**config.mk**
```make
export PLATFORM = sky130hd
export DESIGN_NAME = rd_fifo_arbiter
export DESIGN_NICKNAME = d
export VERILOG_FILES = /design/src/rtl/rd_fifo_arbiter.sv
export SDC_FILE = /design/constraint.sdc
export NUM_CORES = 1
export LEC_CHECK = 0
export CORE_MARGIN = 2
export CORE_UTILIZATION = 50
export CTS_CLUSTER_DIAMETER = 100
export CTS_CLUSTER_SIZE = 25
export DETAILED_ROUTE_END_ITERATION = 7
export MAX_ROUTING_LAYER = met4
export PLACE_DENSITY = 0.8
export SLEW_MARGIN = 15
export SYNTH_ARGS = -nofsm -noshare
export SYNTH_HDL_FRONTEND = slang
export SYNTH_SLANG_ARGS = --single-unit
```
**constraint.sdc**
```tcl
create_clock -name clock -period 2.71 [get_ports clock]
set_input_delay 0.4065 -clock clock [delete_from_list [all_inputs] [get_ports clock]]
set_output_delay 0.4065 -clock clock [all_outputs]
set_load 0.01 [all_outputs]
```
**src/rtl/rd_fifo_arbiter.sv**
```systemverilog
// rd_fifo_arbiter
// Merges byte strobes from NUM_REQ peripheral requesters into one shared
// read FIFO. Each requester has a one-deep holding register and a pending
// flag. A round-robin arbiter moves at most one held byte per cycle into a
// registered FIFO write port. It stalls while the FIFO reports almost-full.
//
// Ports
//   clock          rising-edge clock
//   reset          synchronous, active-high reset
//   req_data       NUM_REQ packed DATAWIDTH-bit requester words
//   req_valid      per-requester one-cycle write strobe
//   fifo_full      almost-full from the shared FIFO; blocks new grants
//   fifo_wr_en     registered FIFO write strobe
//   fifo_wr_data   registered FIFO write data
//   grant_id       requester index of the word on fifo_wr_data
//   pending        per-requester holding-register occupied flag
//   drop_pulse     per-requester one-cycle pulse when a strobe was lost
//   drop_count     (only with ARB_DROP_COUNT_EN) saturating 16-bit total of
//                  dropped bytes
//
// Build option: define ARB_DROP_COUNT_EN to add the drop_count port.
module rd_fifo_arbiter #(
  parameter int DATAWIDTH = 8,
  parameter int NUM_REQ   = 4,
  localparam int GW       = (NUM_REQ > 1) ? $clog2(NUM_REQ) : 1
) (
  input  logic                         clock,
  input  logic                         reset,
  input  logic [NUM_REQ*DATAWIDTH-1:0] req_data,
  input  logic [NUM_REQ-1:0]           req_valid,
  input  logic                         fifo_full,
  output logic                         fifo_wr_en,
  output logic [DATAWIDTH-1:0]         fifo_wr_data,
  output logic [GW-1:0]                grant_id,
  output logic [NUM_REQ-1:0]           pending,
  output logic [NUM_REQ-1:0]           drop_pulse
`ifdef ARB_DROP_COUNT_EN
  ,
  output logic [15:0]                  drop_count
`endif
);

  logic [NUM_REQ-1:0][DATAWIDTH-1:0] hold_q, hold_d;
  logic [NUM_REQ-1:0]                pend_q, pend_d;
  logic [NUM_REQ-1:0]                drop_q, drop_d;
  logic                              wr_en_q;
  logic [DATAWIDTH-1:0]              wr_data_q;
  logic [GW-1:0]                     gid_q;
  logic [GW-1:0]                     last_q;

  logic                              gnt_vld;
  logic [GW-1:0]                     gnt_idx;
  logic [GW:0]                       scan;

  // Round-robin pick. Scan upward from last_q+1 with wrap, and take the first
  // pending slot. The extra bit on scan absorbs the carry before the wrap.
  always_comb begin
    gnt_vld = 1'b0;
    gnt_idx = '0;
    scan    = '0;
    for (int k = 1; k <= NUM_REQ; k++) begin
      scan = {1'b0, last_q} + (GW+1)'(k);
      if (scan >= (GW+1)'(NUM_REQ)) scan = scan - (GW+1)'(NUM_REQ);
      if (!gnt_vld && !fifo_full && pend_q[GW'(scan)]) begin
        gnt_vld = 1'b1;
        gnt_idx = GW'(scan);
      end
    end
  end

  // Per-lane capture/drop. The granted lane's slot is read out at this edge.
  // So it may accept a new strobe in the same cycle without losing anything.
  always_comb begin
    hold_d = hold_q;
    pend_d = pend_q;
    drop_d = '0;
    for (int i = 0; i < NUM_REQ; i++) begin
      if (req_valid[i]) begin
        if (!pend_q[i] || (gnt_vld && gnt_idx == GW'(i))) begin
          hold_d[i] = req_data[i*DATAWIDTH +: DATAWIDTH];
          pend_d[i] = 1'b1;
        end else begin
          drop_d[i] = 1'b1;
        end
      end else if (gnt_vld && gnt_idx == GW'(i)) begin
        pend_d[i] = 1'b0;
      end
    end
  end

  always_ff @(posedge clock) begin
    if (reset) begin
      hold_q    <= '0;
      pend_q    <= '0;
      drop_q    <= '0;
      wr_en_q   <= 1'b0;
      wr_data_q <= '0;
      gid_q     <= '0;
      last_q    <= GW'(NUM_REQ-1);  // requester 0 wins first
    end else begin
      hold_q  <= hold_d;
      pend_q  <= pend_d;
      drop_q  <= drop_d;
      wr_en_q <= gnt_vld;
      if (gnt_vld) begin
        wr_data_q <= hold_q[gnt_idx];
        gid_q     <= gnt_idx;
        last_q    <= gnt_idx;
      end
    end
  end

  assign fifo_wr_en   = wr_en_q;
  assign fifo_wr_data = wr_data_q;
  assign grant_id     = gid_q;
  assign pending      = pend_q;
  assign drop_pulse   = drop_q;

`ifdef ARB_DROP_COUNT_EN
  logic [15:0] cnt_q, cnt_d;
  logic [16:0] cnt_sum;

  // Accumulate in 17 bits so overflow is visible, then clamp at all-ones.
  always_comb begin
    cnt_sum = {1'b0, cnt_q};
    for (int i = 0; i < NUM_REQ; i++) cnt_sum = cnt_sum + 17'(drop_d[i]);
    cnt_d = cnt_sum[16] ? 16'hFFFF : cnt_sum[15:0];
  end

  always_ff @(posedge clock) begin
    if (reset) cnt_q <= '0;
    else       cnt_q <= cnt_d;
  end

  assign drop_count = cnt_q;
`endif

endmodule
```
==> tab_implementation.tex <==
\begin{tabular}{lr}
\hline
Metric & Value \\
\hline
\multicolumn{2}{l}{\textbf{Clocking}} \\
Root Buffer & sky130\_fd\_sc\_hd\_\_clkbuf\_8 \\
Deepest level of the CTS H-tree & 2 \\
Sinks on the clock net & 53 \\
TritonCTS clock tree & yes \\
Clk\_lat worst skew & 300 ps \\
Post-CTS repair timing setup buffer count & 0 \\
Buffers from clock root to sink, at most & 2 \\
Post-CTS clock slew at the launch and capture registers of the worst setup and hold paths & 90 ps \\
Number of gates given a new drive strength after cts & 0 \\
Cts bufs inserted & 5 \\
Number of hold-repair buffers added at the cts stage & 0 \\
\multicolumn{2}{l}{\textbf{Timing}} \\
Worst max-slew margin expressed relative to the limit & 58.33\% \\
Final hold violations & 0 \\
Final critical path time including I/O delays and setup & 2506 ps \\
Least-Margin Pin Slew & 625.1 ps \\
Setup Skew & 4.713 ps \\
Fraction of the cycle the final worst path needs & 92.48\% \\
Unrepaired setup endpoints after global routing & false \\
Final setup violation count & 0 \\
Highest achievable clock rate & 399.0 MHz \\
Number of pins exceeding their max-slew limit in the final report & 0 \\
Final worst hold slack & 472.6 ps \\
Total negative setup slack & 0 ps \\
\multicolumn{2}{l}{\textbf{Route}} \\
Number of iterations in the first detailed-routing pass & 4 \\
Detail Route Antenna Nets & 0 \\
Routed wire length per instance & 14.51 um \\
Vias after detailed routing & 2,140 \\
Drt first-iter violations & 117 \\
Via/cell ratio & 5.271 \\
Final wirelength & 5.890 mm \\
DRC & 0 \\
\multicolumn{2}{l}{\textbf{Synthesis}} \\
Predominant post-synthesis flop cell & sky130\_fd\_sc\_hd\_\_dfxtp\_1 \\
Net Count, Synth & 311 \\
Fraction of registers with async set/reset & 0\% \\
Number of storage elements in the synthesis netlist & 53 \\
Top cell types by occurrence after synthesis & 53 x sky130\_fd\_sc\_hd\_\_dfxtp\_1, 41 x sky130\_fd\_sc\_hd\_\_mux2i\_1, 33 x sky130\_fd\_sc\_hd\_\_nand2b\_1, 27 x sky130\_fd\_sc\_hd\_\_nor2\_1, 16 x sky130\_fd\_sc\_hd\_\_a211oi\_1 \\
Total standard cell area after synthesis & 0.002562 mm2 \\
Gate Count Post-Synth & 272 \\
Count of warnings emitted by yosys & 0 \\
Number of enable flip-flop cells after synthesis & 0 \\
Share of the yosys chip area belonging to registers & 41.41\% \\
Dominant cell by count in the synthesized netlist & sky130\_fd\_sc\_hd\_\_dfxtp\_1 \\
Post-synth cell types & 38 \\
Mean Syn Cell Area & 9.421 um2 \\
Cells taking the most area after synthesis & sky130\_fd\_sc\_hd\_\_dfxtp\_1 41\%, sky130\_fd\_sc\_hd\_\_mux2i\_1 16\%, sky130\_fd\_sc\_hd\_\_nand2b\_1 8.1\% \\
Area fraction of the dominant cell type after synthesis & 41.41\% \\
Cell accounting for the most synthesized area & sky130\_fd\_sc\_hd\_\_dfxtp\_1 \\
\multicolumn{2}{l}{\textbf{Critical path}} \\
Reg2reg start & pending[1] \\
Critical path peak fanout & 12 \\
Critical Path Sink Type & flop \\
Minimum setup slack among reg-to-reg paths & 200 ps \\
Critical path class & reg2reg \\
Worst Path Required & 2920 ps \\
Setup crit start kind & flop \\
Number of cells traversed by the worst register-to-register path & 7 \\
Data arrival at the endpoint of the critical path & 2710 ps \\
Capturing point of the worst reg2reg path & fifo\_wr\_data[7] \\
\multicolumn{2}{l}{\textbf{Power and ir drop}} \\
Total power divided by cell area & 533.3 mW/mm2 \\
LEAKAGE & 0.001345 uW \\
Worst voltage drop across the vdd grid & 0.0003661 V \\
Total Power & 1788 uW \\
\multicolumn{2}{l}{\textbf{Floorplan}} \\
Area of the core & 0.005010 mm2 \\
Horizontal die dimension & 75.59 um \\
Cell row count & 26 \\
Starting Density & 51.15\% \\
Number of I/O pins & 58 \\
Die height & 75.59 um \\
DIE AREA & 0.005714 mm2 \\
\multicolumn{2}{l}{\textbf{Worst hold path}} \\
Kind of path behind the tightest hold check & reg2reg \\
Worst min-delay path startpoint & grant\_id[1] \\
Hold Path End & grant\_id[1] \\
Worst hold path depth & 2 \\
\multicolumn{2}{l}{\textbf{Finish}} \\
Relative area change from synthesis to final layout & 30.86\% \\
Final net count & 374 \\
Filler-free cell count of the finished design & 406 \\
Final core utilization & 66.93\% \\
Fraction of final layout cells sized beyond drive strength 1 & 10.71\% \\
Inserted Diodes & 0 \\
\multicolumn{2}{l}{\textbf{Global route}} \\
Final global-route overflow total & 0 \\
First-pass GRT wire length & 9.611 mm \\
Vias in the first global route & 2,036 \\
Global-route total usage across every layer & 22.99\% \\
Antenna violations before repair & 0 \\
Pin count of the biggest net entering global routing & 43 \\
\multicolumn{2}{l}{\textbf{Run}} \\
Max Cap Viol & 0 \\
\multicolumn{2}{l}{\textbf{Placement}} \\
Global placement routability congestion & 0.9081 \\
Half-perimeter wire length after placement & 4.355 mm \\
Placed Instances & 398 \\
IO Port Bufs & 57 \\
\multicolumn{2}{l}{\textbf{Outcome}} \\
Run status & finished clean \\
\hline
\end{tabular}
==> metrics by stage <==
| step | worst slack, ps | area (um2) |
|---|---|---|
| final | 203.9 | 3353 |
| after global routing | 22.47 | 3353 |
| after CTS | 215.2 | 3353 |
| after detailed placement | 217.8 | 3266 |
| after global placement | 275.3 | 3266 |
| after floorplan | 401.3 | 2562 |
==> worst max path at each step <==
| stage | from | to | depth (start not counted) |
|---|---|---|---|
| after floorplan | last_q[0] | hold_q[29] | 7 |
| after global placement | fifo_full | hold_q[20] | 8 |
| after detailed placement | fifo_full | hold_q[5] | 8 |
| after CTS | pending[1] | fifo_wr_data[7] | 7 |
| after global routing | pending[1] | fifo_wr_data[7] | 7 |
| final | pending[1] | fifo_wr_data[7] | 7 |
==> kinds of logic after synthesis <==
group                  synth area share, %
AO/OA/AOI/OAI                        20.95
AND/OR/NAND/NOR                      16.55
flip-flops                           41.41
multiplexers                         16.89
buffers and inverters                4.199
==> sequential cells by signal (all words and copies together) (netlist names) <==
| signal | cells |
|---|---|
| pending | 4 |
| drop_pulse | 4 |
| hold_q | 32 |
| fifo_wr_en | 1 |
| fifo_wr_data | 8 |
| grant_id | 2 |
| last_q | 2 |
==> layer usage <==
layer  share of wire (%)  vias to the layer above  wire (um)  track usage, %
met5                   0                        -          0               -
met4                 1.4                        0         84           7.212
met3                 3.6                       10        211           4.365
met2                  49                       53       2910           37.49
met1                  46                      991       2684           28.89
li1                    -                     1086          -               -
==> where the power goes <==
group          total, uW  switching (uW)  internal, uW
registers            887            45.1           842
logic                465             221           244
clock network        436             253           182
total               1790             519          1270
==> worst max-delay path, cell delays in order (launching register included) <==
cell and delay (ps):
sky130_fd_sc_hd__dfxtp_1 430, sky130_fd_sc_hd__mux4_2 510, sky130_fd_sc_hd__o311ai_2 340, sky130_fd_sc_hd__o32a_1 400, sky130_fd_sc_hd__nand2_1 130, sky130_fd_sc_hd__buf_4 200, sky130_fd_sc_hd__mux2i_1 120, sky130_fd_sc_hd__a211oi_1 270
==> layout by cell type, fill, tap and decap left out, drive strengths merged, types with 2 or more instances in the layout <==
cell / instances
a211oi: 16
a21boi: 8
a21o: 3
a21oi: 16
a2bb2oi: 2
a31oi: 2
buf: 19
clkbuf: 6
clkdlybuf4s50: 56
clkinvlp: 2
dfxtp: 53
inv: 6
mux2i: 41
nand2: 10
nand2b: 33
nor2: 27
nor2b: 3
nor3: 3
o21ai: 5
o21bai: 10
o32ai: 2
==> final cells by class <==
class                      count  area (um2)
tap                           70       87.58
inverter                       6       22.52
multi-input combinational    194        1394
fill                         446        1657
clock buffer                   6       72.57
clock inverter                 2       15.01
timing repair buffer          75       700.7
sequential                    53        1061
(Power assumes the default switching activity.)
==> RTL change 1: new RTL, config.mk and constraints unchanged <==
`hold_q` no longer has a reset.
--- a/src/rtl/rd_fifo_arbiter.sv
+++ b/src/rtl/rd_fifo_arbiter.sv
@@ -90,7 +90,6 @@
 
   always_ff @(posedge clock) begin
     if (reset) begin
-      hold_q    <= '0;
       pend_q    <= '0;
       drop_q    <= '0;
       wr_en_q   <= 1'b0;
@@ -98,7 +97,6 @@
       gid_q     <= '0;
       last_q    <= GW'(NUM_REQ-1);  // requester 0 wins first
     end else begin
-      hold_q  <= hold_d;
       pend_q  <= pend_d;
       drop_q  <= drop_d;
       wr_en_q <= gnt_vld;
@@ -108,6 +106,10 @@
         last_q    <= gnt_idx;
       end
     end
+  end
+
+  always_ff @(posedge clock) begin
+    hold_q <= hold_d;
   end
 
   assign fifo_wr_en   = wr_en_q;
Formal check against the unedited RTL: no difference found for any inputs over 4 cycles, from zero or initial values and one cycle with reset high; that may be too few to reach the edited logic, so the function may still have changed.
==> RTL change 1 against the original RTL <==
Hold slack worse by 0.0057 ns. Synthesized area is 18% lower. Final area is 16% lower. Sequential cell count unchanged. Critical path type unchanged. Combinational power shrank 34%. Sequential power is 9.4% higher. Largest cell class is now flip-flops and latches. Total power is 5.2% lower. Worst setup slack better by 0.12 ns. Via count decreased by 32%. Routed wire length fell by 26%.
==> RTL change 1: results (changes against the original RTL) <==
synth_enable_flop_cells: 32  # +32
vias: 1464  # -32%
antenna_cells: 0  # unchanged
fraction_of_layout_cells_with_a_size_suffix_above_1: 0.101  # -0.00623
layout.nets: 256  # -32%
hold_class: "reg2reg"
crit_fanout: 13  # +1
number_of_distinct_library_cells_after_synthesis: 31  # -18%
grt_use_total: 0.201  # -0.0285
post-synth-top-count-cell: "sky130_fd_sc_hd__edfxtp_1"
rr_endpoint: "hold_q[5]$_DFFE_PP_"
initialDrtViolationCount: 175  # +50%
hpwlAfterDp_um: 3160  # -28%
number_of_fill_cells: 289  # -35%
standby_leakage_power_nw: 1.08  # -20%
crit_slowest_cell: "sky130_fd_sc_hd__dfxtp_1"
clock_slew_at_reported_path_ffs_ns: 0.09  # about the same
status: "finished, final reports clean"
post_synth_most_frequent_cells: "sky130_fd_sc_hd__edfxtp_1 (32), sky130_fd_sc_hd__dfxtp_1 (21), sky130_fd_sc_hd__mux2i_1 (17)"
clock_root_buffer: "sky130_fd_sc_hd__clkbuf_8"
combinationalPowerShare: 0.182  # -0.078
numPlacedInstances: 260  # -35%
final.hold.worst_slack_ns: 0.467  # -0.00571 ns
synth.yosys.seq_area_share: 0.654  # +0.240
final.setup.tns_ns: 0  # unchanged
clockBufferDepth: 2  # unchanged
synth-main-ff-cell: "sky130_fd_sc_hd__edfxtp_1"
p_clk_mw: 0.416  # -4.6%
layout.area.seq_mm2: 0.00138  # +30%
slew_headroom: 0.688  # +0.105
ys_top_cells_by_area: "sky130_fd_sc_hd__edfxtp_1 (45%), sky130_fd_sc_hd__dfxtp_1 (20%), sky130_fd_sc_hd__mux2i_1 (8.1%)"
cts_max_level: 2  # unchanged
r2r_start: "last_q[1]$_SDFFE_PP1P_"
regToRegSetupSlack_ns: 0.33  # +0.12 ns
post_drt_wl_per_cell_um: 16.4  # +13%
worst_ep_arrival_time_ns: 2.35  # -0.36 ns
post-place-ws_ns: 0.195  # -0.0225 ns
ir_worst_vdd_uv: 490  # +34%
drtPass1Iterations: 5  # +1
syn-instance-count: 155  # -43%
number_of_setup_buffers_added_after_cts: 0  # unchanged
intPower_mw: 1.27  # -0.26%
cts_resized: 0  # unchanged
ff2ff_path_depth: 6  # -1
timing.hold.worst.start: "grant_id[1]$_SDFFE_PP0P_"
gpl.final_weighted_congestion: 0.883  # -2.8%
mappedNetlistNets: 194  # -38%
min_to: "grant_id[1]$_SDFFE_PP0P_"
grt_max_degree: 22  # -49%
layoutNonFillerInstCount: 268  # -34%
power_frac_clock: 0.246  # +0.002
critPathMaxStageDelay_ns: 0.62  # +0.11 ns
drt.antenna.violating_nets: 0  # unchanged
largest_register_ffs: 32  # unchanged
timing.clock.skew_ns: 0.00519  # +0.000475 ns
placement.cell_area_mm2: 0.00273  # -16%
grt_pass1_wl_um: 7310  # -24%
yosys_warnings: 0  # unchanged
clock_latency_ns: 0.30  # about the same
==> RTL change 1: cell count changes after synthesis, sizes merged, moves of 7 or more <==
cell / before / now
mux2i: 41 / 17
dfxtp: 53 / 21
clkbuf: 10 / 3
a211oi: 16 / 0
a21boi: 8 / 0
nand3b: 1 / 8
nand2b: 33 / 1
nor2: 27 / 5
edfxtp: 0 / 32
o21bai: 10 / 0
o221ai: 0 / 8
==> RTL change 1: area by class of cell <==
type,count,share of cell area
sequential,53,0.491
clock inverter,3,0.00445
tap,50,0.0222
clock buffer,5,0.0245
inverter,7,0.00934
timing repair buffer,62,0.216
multi-input combinational,88,0.232
==> RTL change 1: worst max path at each step <==
stage | start | end | slack (ns) | cells past startpoint
detailed placement | fifo_full | hold_q[3]$_DFFE_PP_ | 0.20 | 7
CTS | last_q[1]$_SDFFE_PP1P_ | hold_q[4]$_DFFE_PP_ | 0.32 | 6
global route | last_q[0]$_SDFFE_PP1P_ | hold_q[4]$_DFFE_PP_ | 0.06 | 6
finish | last_q[1]$_SDFFE_PP1P_ | hold_q[5]$_DFFE_PP_ | 0.33 | 6
floorplan | last_q[1]$_SDFFE_PP1P_ | hold_q[0]$_DFFE_PP_ | 0.67 | 7
global placement | fifo_full | hold_q[5]$_DFFE_PP_ | 0.28 | 7
==> RTL change 1: cells by family after synthesis <==
| group | synth area share |
|---|---|
| muxes | 0.0805 |
| AOI/OAI and AO/OA | 0.138 |
| xor gates and xnor gates | 0.00415 |
| and+or+nand+nor | 0.0864 |
| DFF | 0.654 |
| buffers and inverters | 0.0373 |
==> RTL change 1: per-layer routing <==
layer | up-vias | share of wire | global-route usage
met5 | - | 0 | -
li1 | 704 | - | -
met3 | 6 | 0.052 | 0.0468
met4 | 0 | 0.015 | 0.0654
met2 | 60 | 0.51 | 0.332
met1 | 694 | 0.42 | 0.246
==> RTL change 2: new RTL, same flow settings <==
Without the edit above. The parameter `NUM_REQ` goes from 4 to 2.
--- a/src/rtl/rd_fifo_arbiter.sv
+++ b/src/rtl/rd_fifo_arbiter.sv
@@ -21,7 +21,7 @@
 // Build option: define ARB_DROP_COUNT_EN to add the drop_count port.
 module rd_fifo_arbiter #(
   parameter int DATAWIDTH = 8,
-  parameter int NUM_REQ   = 4,
+  parameter int NUM_REQ   = 2,
   localparam int GW       = (NUM_REQ > 1) ? $clog2(NUM_REQ) : 1
 ) (
   input  logic                         clock,
Interface: changed (5 resized); port bits go from 58 to 35. The function was not compared with the original's and may differ.
==> RTL change 2 against the original RTL <==
Total power fell by 48%. Combinational power shrank 65%. Fmax up 37%. Sequential cell count shrank 22. Synthesized area fell by 47%. Routed wire length shrank 57%. Final area is 48% lower. Worst setup slack gained 0.68 ns. Count of clock-buffer cells in the layout up 1. Core utilization rose by 2.6 points. Critical path type is now reg2out. Critical endpoint is now pending[0].
==> RTL change 2: results (changes against the original RTL) <==
ys_top_cells_by_area: "sky130_fd_sc_hd__dfxtp_1 (46%), sky130_fd_sc_hd__nand2b_1 (16%), sky130_fd_sc_hd__mux2i_1 (12%)"
synth_adder_area_share: 0  # unchanged
fraction_of_layout_cells_with_a_size_suffix_above_1: 0.0585  # -0.0487
rr_endpoint: "fifo_wr_data[5]$_SDFFE_PP0N_"
slew_headroom: 0.515  # -0.0687
clock_root_buffer: "sky130_fd_sc_hd__clkbuf_4"
clock_latency_ns: 0.33  # +0.03 ns
syn-mean-instance-area_um2: 9.94  # +5.5%
min_to: "hold_q[14]$_SDFFE_PP0P_"
post_drt_wl_per_cell_um: 12.7  # -13%
critPathMaxStageDelay_ns: 0.60  # +0.09 ns
ff2ff_path_depth: 3  # -4
crit_slowest_cell: "sky130_fd_sc_hd__clkdlybuf4s50_1"
yosys_warnings: 0  # unchanged
layout.nets: 191  # -49%
standby_leakage_power_nw: 0.686  # -49%
grt_use_total: 0.185  # -0.0444
grt_pass1_vias: 954  # -53%
largest_register_ffs: 16  # -50%
post-place-ws_ns: 0.686  # +0.469 ns
status: "finished, final reports clean"
mappedNetlistNets: 158  # -49%
regToRegSetupSlack_ns: 1.20  # +1.00 ns
gpl.final_weighted_congestion: 0.747  # -18%
timing.hold.worst.start: "hold_q[14]$_SDFFE_PP0P_"
number_of_fill_cells: 229  # -49%
grt_max_degree: 48  # +12%
synth.yosys.seq_area_share: 0.456  # +0.0418
cpLargestDelayFamily: "buffers and inverters"
synth_compound_gate_area_share: 0.159  # -0.0505
hpwlAfterDp_um: 1830  # -58%
report.final.slew_viol_count: 0  # unchanged
synthMuxAreaShare: 0.118  # -0.0513
post_synth_most_frequent_cells: "sky130_fd_sc_hd__nand2b_1 (34), sky130_fd_sc_hd__dfxtp_1 (31), sky130_fd_sc_hd__mux2i_1 (16)"
routed_wl_um: 2540  # -57%
timing.clock.skew_ns: 0.00466  # -0.0000493 ns
clock_slew_at_reported_path_ffs_ns: 0.09  # about the same
grt_pass1_wl_um: 4400  # -54%
number_of_distinct_library_cells_after_synthesis: 24  # -37%
ir_worst_vdd_uv: 440  # +20%
port-buffer-count: 34  # -40%
crit_fanout: 8  # -4
vias: 1047  # -51%
worst_ep_arrival_time_ns: 1.42  # -1.29 ns
## RTL change 2: changes by cell type after synthesis, sizes merged, moves of 9 or more
cell / delta
nor2: -24
a21oi: -13
o21bai: -9
dfxtp: -22
a211oi: -16
mux2i: -25
nand2: -9
## RTL change 2: worst max-delay path by stage
stage	start	end	slack, ns	cells after the start
2_1_floorplan	fifo_full	fifo_wr_data[0]$_SDFFE_PP0N_	1.33	4
6_report	pending[0]$_SDFFE_PP0P_	pending[0]	0.88	1
4_1_cts	pending[0]$_SDFFE_PP0P_	pending[0]	0.86	1
3_5_place_dp	fifo_full	fifo_wr_data[4]$_SDFFE_PP0N_	0.69	4
3_3_place_gp	fifo_full	fifo_wr_data[1]$_SDFFE_PP0N_	0.78	4
5_1_grt	pending[0]$_SDFFE_PP0P_	pending[0]	0.78	1
## RTL change 2: power breakdown
group	internal [mW]	switching (mW)	leakage [nW]
Clock	0.101	0.151	0.0293
Combinational	0.0969	0.0661	0.402
Sequential	0.488	0.0216	0.255
## RTL change 2: cell type report
type / count / area (um2) / share of cell area
clock inverter: 1 / 5.00 / 0.00285
clock buffer: 7 / 45.0 / 0.0257
multi-input combinational: 86 / 653 / 0.372
inverter: 10 / 37.5 / 0.0214
timing repair buffer: 36 / 355 / 0.203
tap: 30 / 37.5 / 0.0214
sequential: 31 / 621 / 0.354
## RTL change 2: cells by family (layout without fill, tap and decap cells)
group,count (synthesis),in the layout
muxes,16,16
and+or+nand+nor,44,44
AOI/OAI and AO/OA,26,26
DFF,31,31
buffers and inverters,20,54
## RTL change 2: worst register-to-register path, stage by stage (launching register included)
cell,delay (ns)
sky130_fd_sc_hd__dfxtp_1,0.45
sky130_fd_sc_hd__nor2b_1,0.63
sky130_fd_sc_hd__a31oi_1,0.18
sky130_fd_sc_hd__o221a_1,0.15
## RTL change 2: per-layer routing
layer  GRT usage  routed length (um)  vias up
met5           -                   0        -
met4      0.0714                  44        0
met3      0.0651                 159        6
met2       0.269                1150       34
met1       0.237                1190      467
li1            -                   -      540
## RTL change 2: per-stage QoR
stage                     area (um2)  hold WS [ns]
after CTS                       1750         0.485
after global routing            1750         0.496
after detailed placement        1700         0.470
after global placement          1700         0.461
final                           1750         0.477
after floorplan                 1360         0.449
